File: src/rtl/mem_port_arbiter.sv
// mem_port_arbiter
// Shares one single-ported, fixed-latency memory between the instruction
// fetch port (read only) and the data port (read/write, byte flag). One
// access at a time: IDLE -> ACCESS (MEM_LAT cycles) -> DONE (ack pulse).
// Data requests win over fetch requests in IDLE.
// Optional build macro ARB_STARVE_GUARD_EN: after STARVE_MAX consecutive
// data grants made while a fetch was waiting, the next grant goes to fetch.

module mem_port_arbiter #(
   parameter int unsigned MEM_LAT    = 2,
   parameter int unsigned STARVE_MAX = 4
) (
   input  logic        clk,
   input  logic        reset,
   // instruction-fetch port
   input  logic        i_req,
   input  logic [31:0] i_addr,
   output logic [31:0] i_rdata,
   output logic        i_ack,
   // data port
   input  logic        d_req,
   input  logic        d_we,
   input  logic        d_be,
   input  logic [31:0] d_addr,
   input  logic [31:0] d_wdata,
   output logic [31:0] d_rdata,
   output logic        d_ack,
   // memory side
   output logic        mem_en,
   output logic        mem_we,
   output logic        mem_be,
   output logic [31:0] mem_addr,
   output logic [31:0] mem_wdata,
   input  logic [31:0] mem_rdata,
   // status
   output logic        busy
);

   // Both counters are 4 bits wide, so both parameters are limited to 1..15.
   if (MEM_LAT < 1 || MEM_LAT > 15 || STARVE_MAX < 1 || STARVE_MAX > 15) begin : g_param_check
      $error("mem_port_arbiter: MEM_LAT and STARVE_MAX must lie in 1..15");
   end

   localparam logic [3:0] LAT_M1 = 4'(MEM_LAT - 1);

   typedef enum logic [1:0] {
      ST_IDLE   = 2'd0,
      ST_ACCESS = 2'd1,
      ST_DONE   = 2'd2
   } state_t;

   typedef enum logic {
      OWN_I = 1'b0,
      OWN_D = 1'b1
   } owner_t;

   state_t      state_q,   state_d;
   logic [3:0]  cnt_q,     cnt_d;
   owner_t      owner_q,   owner_d;
   logic [31:0] addr_q,    addr_d;
   logic        we_q,      we_d;
   logic        be_q,      be_d;
   logic [31:0] wdata_q,   wdata_d;
   logic [31:0] i_rdata_q, i_rdata_d;
   logic [31:0] d_rdata_q, d_rdata_d;
   logic        i_ack_q,   i_ack_d;
   logic        d_ack_q,   d_ack_d;

   logic        grant_i;
   logic        grant_d;

`ifdef ARB_STARVE_GUARD_EN
   localparam logic [3:0] STARVE_LIM = 4'(STARVE_MAX);

   logic [3:0] starve_q, starve_d;
   logic       force_i;

   // Grant selection: data first, unless fetch has waited out STARVE_MAX data grants.
   always_comb begin
      force_i = i_req && (starve_q == STARVE_LIM);
      grant_i = i_req && (!d_req || force_i);
      grant_d = d_req && !grant_i;
   end

   // Starvation counter: counts data grants that overtook a waiting fetch.
   always_comb begin
      starve_d = starve_q;
      if (state_q == ST_IDLE) begin
         if (grant_i) begin
            starve_d = '0;
         end else if (grant_d) begin
            // Cannot pass STARVE_LIM: at the limit with i_req high, fetch is forced.
            starve_d = i_req ? starve_q + 4'd1 : '0;
         end
      end
   end

   // Starvation counter register.
   always_ff @(posedge clk or posedge reset) begin
      if (reset) begin
         starve_q <= '0;
      end else begin
         starve_q <= starve_d;
      end
   end
`else
   // Grant selection: strict data-over-fetch priority.
   always_comb begin
      grant_d = d_req;
      grant_i = i_req && !d_req;
   end
`endif

   // Next-state and datapath logic for the IDLE/ACCESS/DONE sequence.
   always_comb begin
      // NOTE: every _d takes its hold value first, so no branch can leave one
      // unassigned and infer a latch.
      state_d   = state_q;
      cnt_d     = cnt_q;
      owner_d   = owner_q;
      addr_d    = addr_q;
      we_d      = we_q;
      be_d      = be_q;
      wdata_d   = wdata_q;
      i_rdata_d = i_rdata_q;
      d_rdata_d = d_rdata_q;
      i_ack_d   = 1'b0;
      d_ack_d   = 1'b0;

      case (state_q)
         ST_IDLE: begin
            if (grant_d) begin
               owner_d = OWN_D;
               addr_d  = d_addr;
               we_d    = d_we;
               be_d    = d_be;
               wdata_d = d_wdata;
               cnt_d   = LAT_M1;
               state_d = ST_ACCESS;
            end else if (grant_i) begin
               owner_d = OWN_I;
               addr_d  = i_addr;
               we_d    = 1'b0;
               be_d    = 1'b0;
               wdata_d = '0;
               cnt_d   = LAT_M1;
               state_d = ST_ACCESS;
            end
         end

         ST_ACCESS: begin
            if (cnt_q != 4'd0) begin
               cnt_d = cnt_q - 4'd1;
            end else begin
               // Last latency cycle: read data is valid now; the ack register
               // is loaded so the pulse lines up with the DONE cycle.
               state_d = ST_DONE;
               if (owner_q == OWN_D) begin
                  d_ack_d = 1'b1;
                  if (!we_q) begin
                     d_rdata_d = mem_rdata;
                  end
               end else begin
                  i_ack_d   = 1'b1;
                  i_rdata_d = mem_rdata;
               end
            end
         end

         ST_DONE: begin
            state_d = ST_IDLE;
         end

         default: begin
            state_d = ST_IDLE;
         end
      endcase
   end

   // State and datapath registers.
   always_ff @(posedge clk or posedge reset) begin
      // NOTE: registers use non-blocking assignments so every flop samples
      // pre-edge values regardless of statement order.
      if (reset) begin
         state_q   <= ST_IDLE;
         cnt_q     <= '0;
         owner_q   <= OWN_I;
         addr_q    <= '0;
         we_q      <= 1'b0;
         be_q      <= 1'b0;
         wdata_q   <= '0;
         i_rdata_q <= '0;
         d_rdata_q <= '0;
         i_ack_q   <= 1'b0;
         d_ack_q   <= 1'b0;
      end else begin
         state_q   <= state_d;
         cnt_q     <= cnt_d;
         owner_q   <= owner_d;
         addr_q    <= addr_d;
         we_q      <= we_d;
         be_q      <= be_d;
         wdata_q   <= wdata_d;
         i_rdata_q <= i_rdata_d;
         d_rdata_q <= d_rdata_d;
         i_ack_q   <= i_ack_d;
         d_ack_q   <= d_ack_d;
      end
   end

   // Memory side is driven from the latched request copy, so it stays stable
   // for the whole access even if the requester changes its fields.
   assign mem_en    = (state_q == ST_ACCESS);
   assign mem_we    = mem_en && we_q;
   assign mem_be    = mem_en && be_q;
   assign mem_addr  = addr_q;
   assign mem_wdata = wdata_q;

   assign i_rdata   = i_rdata_q;
   assign i_ack     = i_ack_q;
   assign d_rdata   = d_rdata_q;
   assign d_ack     = d_ack_q;
   assign busy      = (state_q != ST_IDLE);

endmodule

File: config.mk
export PLATFORM = sky130hd
export DESIGN_NAME = mem_port_arbiter
export DESIGN_NICKNAME = d
export VERILOG_FILES = /design/src/rtl/mem_port_arbiter.sv
export SDC_FILE = /design/constraint.sdc
export NUM_CORES = 1
export LEC_CHECK = 0
export CAP_MARGIN = 40
export CORE_UTILIZATION = 44
export DETAILED_ROUTE_END_ITERATION = 10
export MAX_ROUTING_LAYER = met4
export PLACE_DENSITY = 0.85
export SLEW_MARGIN = 5
export SYNTH_ARGS = -nofsm -noshare
export SYNTH_HDL_FRONTEND = slang
export SYNTH_SLANG_ARGS = --single-unit
File: constraint.sdc
create_clock -name clk -period 6.4 [get_ports clk]
set_input_delay 0.64 -clock clk [delete_from_list [all_inputs] [get_ports clk]]
set_output_delay 0.64 -clock clk [all_outputs]
set_load 0.02 [all_outputs]
==> results.txt, run 1 <==
----------------------------------------------------
[Run status]
  Run status ... completed

[Layout]
  # diodes ... 0
  Final #Nets ... 799
  Footprint of the multi-input gates ... 0.00203 mm²
  Ratio of cells with drive above 1 in the final layout ... 0.163
  Area Growth Syn to Fin ... 60.6%
  Filler Cell Count ... 894
  Final core utilization ... 0.723
  Register Area ... 0.00348 mm²

[Critical path]
  Worst R2R End ... d_rdata[22]
  Reg2reg path depth ... 4
  Reg-to-Reg Start ... state_q[1]
  Class of the most critical setup path ... reg -> out
  Kind of capture point of the worst setup path ... output port
  Required time of the worst setup path ... 5760 ps
  Maximum fanout along the worst path ... 70
  Data arrival at the endpoint of the critical path ... 2140 ps
  Critical Path Source Type ... flip-flop
  Slack of the worst reg-to-reg path ... 4040 ps

[Place]
  Hpwl dp ... 10500 µm
  Last weighted congestion value of the routability-driven placer ... 0.730
  Number of buffers added on ports ... 267

[Logic synthesis]
  Count of cell types in the netlist ... 29
  Synthesis Warnings ... 0
  Cells after synthesis ... 402
  Number of nets in the synthesized netlist ... 538
  Count of state elements after synthesis ... 139
  Avg Cell Area, Syn ... 14.1 µm²
  Sequential fraction of the synthesis area ... 0.613
  Total standard cell area after synthesis ... 0.00568 mm²

[STA]
  Final worst path period share ... 0.435
  Maximum clock rate ... 0.359 GHz
  Clock Skews ... 7.32 ps
  RSZ-0062 raised after global routing ... false
  Max-slew violation total from the final report ... 0
  Count of endpoints failing setup in the final report ... 0
  Hold violation total from the final report ... 0
  Post-route setup TNS ... 0 ps
  Post-Route Hold Slack ... 497 ps
  Normalized max-slew margin ... 0.568
  Transition time at the pin with the least slew margin ... 647 ps
  Final critical path time including I/O delays and setup ... 2780 ps

[Routing]
  Post-DR vias/cell ... 5.13
  Total via count after detailed routing ... 4352
  Post-route antenna net violation count ... 0
  Detailed Route Iter0 Violations ... 255
  Post-DR wirelength/cell ... 17.3 µm
  DRC violations left ... 0
  Overall routed net length ... 14700 µm
  Number of iterations in the first detailed-routing pass ... 4

[Power]
  Power per cell area ... 533 mW/mm²
  Leakage power ... 3.99 nW
  Total power ... 4.86 mW
  Worst vdd rail ir drop ... 0.244 mV

[Floorplanning]
  Die span in y ... 116 µm
  Die span in x ... 116 µm
  Die Outline Area ... 0.0134 mm²
  Starting density of the core ... 0.450
  Core Region ... 0.0126 mm²
  Total number of placement rows ... 41
  I/O pins ... 268

[Global route]
  Total track usage ... 0.236
  Maximum number of pins on one net before global-route repair ... 71
  Initial antenna violation count ... 0
  Vias in the first global route ... 4556
  Global-route wire length before repair ... 23100 µm
  Remaining global-route overflow ... 0

[Clock network]
  H-Tree Level Count ... 4
  Latest clock arrival within the worst-skew pair ... 410 ps
  Clock slew at reported path FFs ... 60 ps
  TritonCTS clock tree ... yes
  Post-CTS Resized ... 0
  Num Clock Sinks ... 139
  Hold-fix buffers at CTS ... 0
  Max Buffers Root-to-Sink ... 2
  Post-CTS Repair Setup Buffers ... 0
  Clk root buf ... sky130_fd_sc_hd__clkbuf_16
  Number of buffers added by the clock tree synthesis step ... 17

[Run]
  Number of maximum-capacitance constraint violations ... 0

[Min path]
  WHS Path Cells ... 1
  Min-Delay Path Class ... reg -> reg
  HP Start ... be_q
  End point of the worst hold path ... be_q

----------------------------------------------------
[stage by stage]
step / std cells / instance area, µm² / worst slack, ps
floorplan: 402 / 5680 / 2040
global placement: 812 / 8450 / 2720
detailed placement: 816 / 8560 / 3710
CTS: 848 / 9120 / 3630
global route: 848 / 9120 / 3490
finish: 848 / 9120 / 3620
[layout make-up]
| class | instances | area share |
|---|---|---|
| sequential | 139 | 0.381 |
| timing repair buffer | 276 | 0.308 |
| multi-input combinational | 224 | 0.223 |
| clock buffer | 20 | 0.0490 |
| tap | 172 | 0.0236 |
| clock inverter | 12 | 0.0126 |
| inverter | 5 | 0.00261 |
[registers in the layout, indices dropped and copies added, names as in the netlist]
| register | cells |
|---|---|
| be_q | 1 |
| cnt_q | 4 |
| d_ack | 1 |
| d_rdata | 32 |
| i_ack | 1 |
| i_rdata | 32 |
| mem_addr | 32 |
| mem_wdata | 32 |
| owner_q | 1 |
| state_q | 2 |
| we_q | 1 |
[synthesized netlist by cell type (all sizes together)]
cell      n  area (µm²)
dfrtp   139        3480
mux2     64         833
a22o     34         298
mux2i    34         340
a21oi    33         165
a31oi    32         200
clkbuf   23        86.3
buf      11        68.8
inv       5        18.8
and2      4        25.0
nand2     3        11.3
nor2      3        11.3
a21o      2        15.0
ha        2        25.0
nand2b    2        12.5
a21boi    1        7.51
a31o      1        8.76
and4b     1        10.0
nor2b     1        6.26
nor4b     1        8.76
o21a      1        7.51
o21ai     1        5.00
or2       1        6.26
or3       1        6.26
or3b      1        11.3
or4b      1        10.0
[logic make-up after synthesis]
family	count (synthesis)	synth area share
AND/OR/NAND/NOR	19	0.0209
buffers and inverters	39	0.0306
flip-flops	139	0.613
adder cells (fa/ha/maj)	2	0.00441
multiplexers	98	0.207
AO/OA/AOI/OAI	105	0.125
[layer usage]
metal	share of wire	track usage	vias up
met1	0.39	0.269	2131
met5	0	-	-
met3	0.063	0.0669	24
met2	0.52	0.397	194
met4	0.022	0.0866	0
li1	-	-	2003
[cell usage in the layout, fill, tap and decap left out, drive strengths merged]
cell and instances:
mux2i 34, clkdlybuf4s50 266, a31oi 32, nand2b 2, or2 1, nor2 3
bufinv 1, o21ai 1, a21boi 1, nand2 3, clkbuf 20, or3 1
ha 2, inv 8, and2 4, clkinvlp 3, or4b 1, a31o 1
nor4b 1, a22o 34, clkinv 5, buf 10, a21o 2, or3b 1
and4b 1, a21oi 33, dfrtp 139, nor2b 1, mux2 64, o21a 1
[power breakdown]
part | internal (mW) | leakage, nW | switching [mW]
sequential | 1.31 | 1.65 | 0.247
clock | 0.548 | 0.267 | 0.368
combinational | 1.26 | 2.08 | 1.14
[worst max-delay path, cell delays in order (launching register included)]
cell and delay (ps):
sky130_fd_sc_hd__dfrtp_1 410, sky130_fd_sc_hd__nor2_4 100, sky130_fd_sc_hd__buf_4 510, sky130_fd_sc_hd__inv_1 110, sky130_fd_sc_hd__clkdlybuf4s50_1 560
[worst max path at each step]
stage / startpoint / endpoint / slack (ps) / depth (start not counted)
after CTS: state_q[0] / busy / 3630 / 4
final: state_q[0] / busy / 3620 / 4
after floorplan: reset / be_q / 2040 / 1
after detailed placement: d_req / mem_wdata[21] / 3710 / 6
after global routing: state_q[0] / busy / 3490 / 4
after global placement: d_req / cnt_q[3] / 2720 / 5
Note: power is estimated with default switching activity, not from simulation.
==> run 2: changes to the inputs <==
--- a/config.mk
+++ b/config.mk
@@ -6,10 +6,10 @@
 export NUM_CORES = 1
 export LEC_CHECK = 0
 export CAP_MARGIN = 40
-export CORE_UTILIZATION = 44
+export CORE_UTILIZATION = 41
 export DETAILED_ROUTE_END_ITERATION = 10
 export MAX_ROUTING_LAYER = met4
-export PLACE_DENSITY = 0.85
+export PLACE_DENSITY = 0.8
 export SLEW_MARGIN = 5
 export SYNTH_ARGS = -nofsm -noshare
 export SYNTH_HDL_FRONTEND = slang
==> constraint.sdc (replaced) <==
create_clock -name clk -period 2.6 [get_ports clk]
set_input_delay 0.26 -clock clk [delete_from_list [all_inputs] [get_ports clk]]
set_output_delay 0.26 -clock clk [all_outputs]
set_load 0.02 [all_outputs]
==> results.txt, run 2 (synthesis results as in run 1) <==
----------------------------------------------------
[Run status]
  Run status ... completed

[Floorplanning]
  Die span in y ... 120 µm
  Total number of placement rows ... 42
  Die Outline Area ... 0.0143 mm²
  I/O pins ... 268
  Core Region ... 0.0133 mm²
  Starting density of the core ... 0.425
  Die span in x ... 120 µm

[Critical path]
  Kind of capture point of the worst setup path ... flip-flop
  Buffering stage count on the worst path with inverters included ... 1
  Class of the most critical setup path ... reg -> reg
  Required time of the worst setup path ... 2890 ps
  Data arrival at the endpoint of the critical path ... 2620 ps
  Largest stage delay, worst path ... 640 ps
  Top Family by Delay on Critical Path ... simple AND/OR/NAND/NOR gates
  Maximum fanout along the worst path ... 32
  Slowest cell on crit path ... sky130_fd_sc_hd__or4b_2
  Critical Path Source Type ... flip-flop
  Cell Chain, Critical Path ... or3b_4 -> or4b_2 -> buf_4 -> mux2_4

[Place]
  Last weighted congestion value of the routability-driven placer ... 0.800
  Hpwl dp ... 10400 µm
  Cell area reported after detailed placement ... 0.00851 mm²
  Number of buffers added on ports ... 267

[Clock network]
  TritonCTS clock tree ... yes
  Hold-fix buffers at CTS ... 0
  Latest clock arrival within the worst-skew pair ... 410 ps
  Post-CTS Resized ... 0
  Num Clock Sinks ... 139
  Post-CTS Repair Setup Buffers ... 0
  Number of buffers added by the clock tree synthesis step ... 17
  Clk root buf ... sky130_fd_sc_hd__clkbuf_16
  H-Tree Level Count ... 4
  Clock slew at reported path FFs ... 60 ps
  Max Buffers Root-to-Sink ... 2

[Global route]
  Total track usage ... 0.217
  Initial antenna violation count ... 1
  Remaining global-route overflow ... 0
  Maximum number of pins on one net before global-route repair ... 140
  Vias in the first global route ... 4461
  Global-route wire length before repair ... 23100 µm

[STA]
  Maximum clock rate ... 0.429 GHz
  Final critical path time including I/O delays and setup ... 2330 ps
  Max-slew violation total from the final report ... 0
  Normalized max-slew margin ... 0.511
  Post-route setup TNS ... 0 ps
  Hold violation total from the final report ... 0
  Clock Skews ... 10.7 ps
  Final worst path period share ... 0.897
  Transition time at the pin with the least slew margin ... 733 ps
  Post-Route Hold Slack ... 444 ps
  RSZ-0062 raised after global routing ... false
  Count of endpoints failing setup in the final report ... 0

[Routing]
  Detailed Route Iter0 Violations ... 209
  DRC violations left ... 0
  Post-route antenna net violation count ... 0
  Number of iterations in the first detailed-routing pass ... 4
  Overall routed net length ... 14600 µm
  Post-DR wirelength/cell ... 17.2 µm
  Post-DR vias/cell ... 5.06
  Total via count after detailed routing ... 4304

[Power]
  Net switching power of the design ... 4.22 mW
  Power share of the clock group ... 0.193
  Power per cell area ... 1320 mW/mm²
  Total power ... 12.0 mW
  Internal Power ... 7.75 mW
  Leakage power ... 3.98 nW
  Sequential cell fraction of total power ... 0.319
  Switching share of power ... 0.353
  Worst vdd rail ir drop ... 0.546 mV
  Combinational fraction of design power ... 0.488

[Layout]
  Most frequent cells in the layout ... 266 x sky130_fd_sc_hd__clkdlybuf4s50_1, 139 x sky130_fd_sc_hd__dfrtp_1, 34 x sky130_fd_sc_hd__mux2i_1, 34 x sky130_fd_sc_hd__mux2_2, 34 x sky130_fd_sc_hd__a22o_1
  Ratio of cells with drive above 1 in the final layout ... 0.159
  Final core utilization ... 0.681
  Final #Nets ... 799
  Most common library cell in the layout ignoring fill and taps ... sky130_fd_sc_hd__clkdlybuf4s50_1
  Area Growth Syn to Fin ... 60.0%
  Post-route design area ... 0.00908 mm²

[Run]
  Number of maximum-capacitance constraint violations ... 0

[Min path]
  Min-Delay Path Class ... in -> async

----------------------------------------------------
==> run 2: cell types whose count changed in the layout (fill, tap and decap cells not counted), sizes merged <==
cell      delta
clkbuf       +3
clkinv       -1
inv          -4
clkinvlp     -1
diode        +1
bufinv       +1
==> run 2: per-layer routing <==
| layer | global-route usage | part of all wire | wire (µm) |
|---|---|---|---|
| met1 | 0.250 | 0.41 | 6030 |
| met2 | 0.348 | 0.50 | 7380 |
| met3 | 0.0618 | 0.060 | 874 |
| met4 | 0.105 | 0.024 | 349 |
| met5 | - | 0 | 0 |
==> run 2: path summary, 6_finish.rpt <==
kind	start	endpoint	slack, ps	cells past startpoint
worst max-delay path	state_q[1]	d_rdata[28]	270	4
worst min-delay path	reset	i_rdata[22]	440	3
worst max register to register	state_q[1]	d_rdata[28]	270	4
worst min register to register	i_rdata[21]	i_rdata[21]	500	1
max in group asynchronous	reset	mem_wdata[27]	1600	3
min in group clk	d_wdata[1]	mem_wdata[1]	440	2
==> run 2: through the flow <==
step	std cells	setup WS [ps]
CTS	850	275
detailed placement	820	290
global route	851	221
global placement	820	325
floorplan	402	605
finish	851	269
==> run 2: layout make-up <==
| cell class | instances | area (µm²) |
|---|---|---|
| fill | 962 | 4260 |
| sequential | 139 | 3480 |
| timing repair buffer | 276 | 2760 |
| multi-input combinational | 224 | 2030 |
| clock buffer | 23 | 478 |
| tap | 176 | 220 |
| clock inverter | 7 | 91.3 |
| inverter | 5 | 22.5 |
| antenna | 1 | 2.50 |
==> run 2: power by group through the flow <==
stage	combinational, mW	sequential, mW	clock, mW
after floorplan	1.98	4.94	0
after global placement	5.73	3.78	0
after detailed placement	5.89	3.83	0
after CTS	5.90	3.82	2.36
after global routing	6.17	3.94	2.48
final	5.84	3.82	2.32
==> run 2: worst reg2reg max path: stages (launching register included) <==
cell	delay, ps
sky130_fd_sc_hd__dfrtp_1	410
sky130_fd_sc_hd__or3b_4	430
sky130_fd_sc_hd__or4b_2	640
sky130_fd_sc_hd__buf_4	330
sky130_fd_sc_hd__mux2_4	390
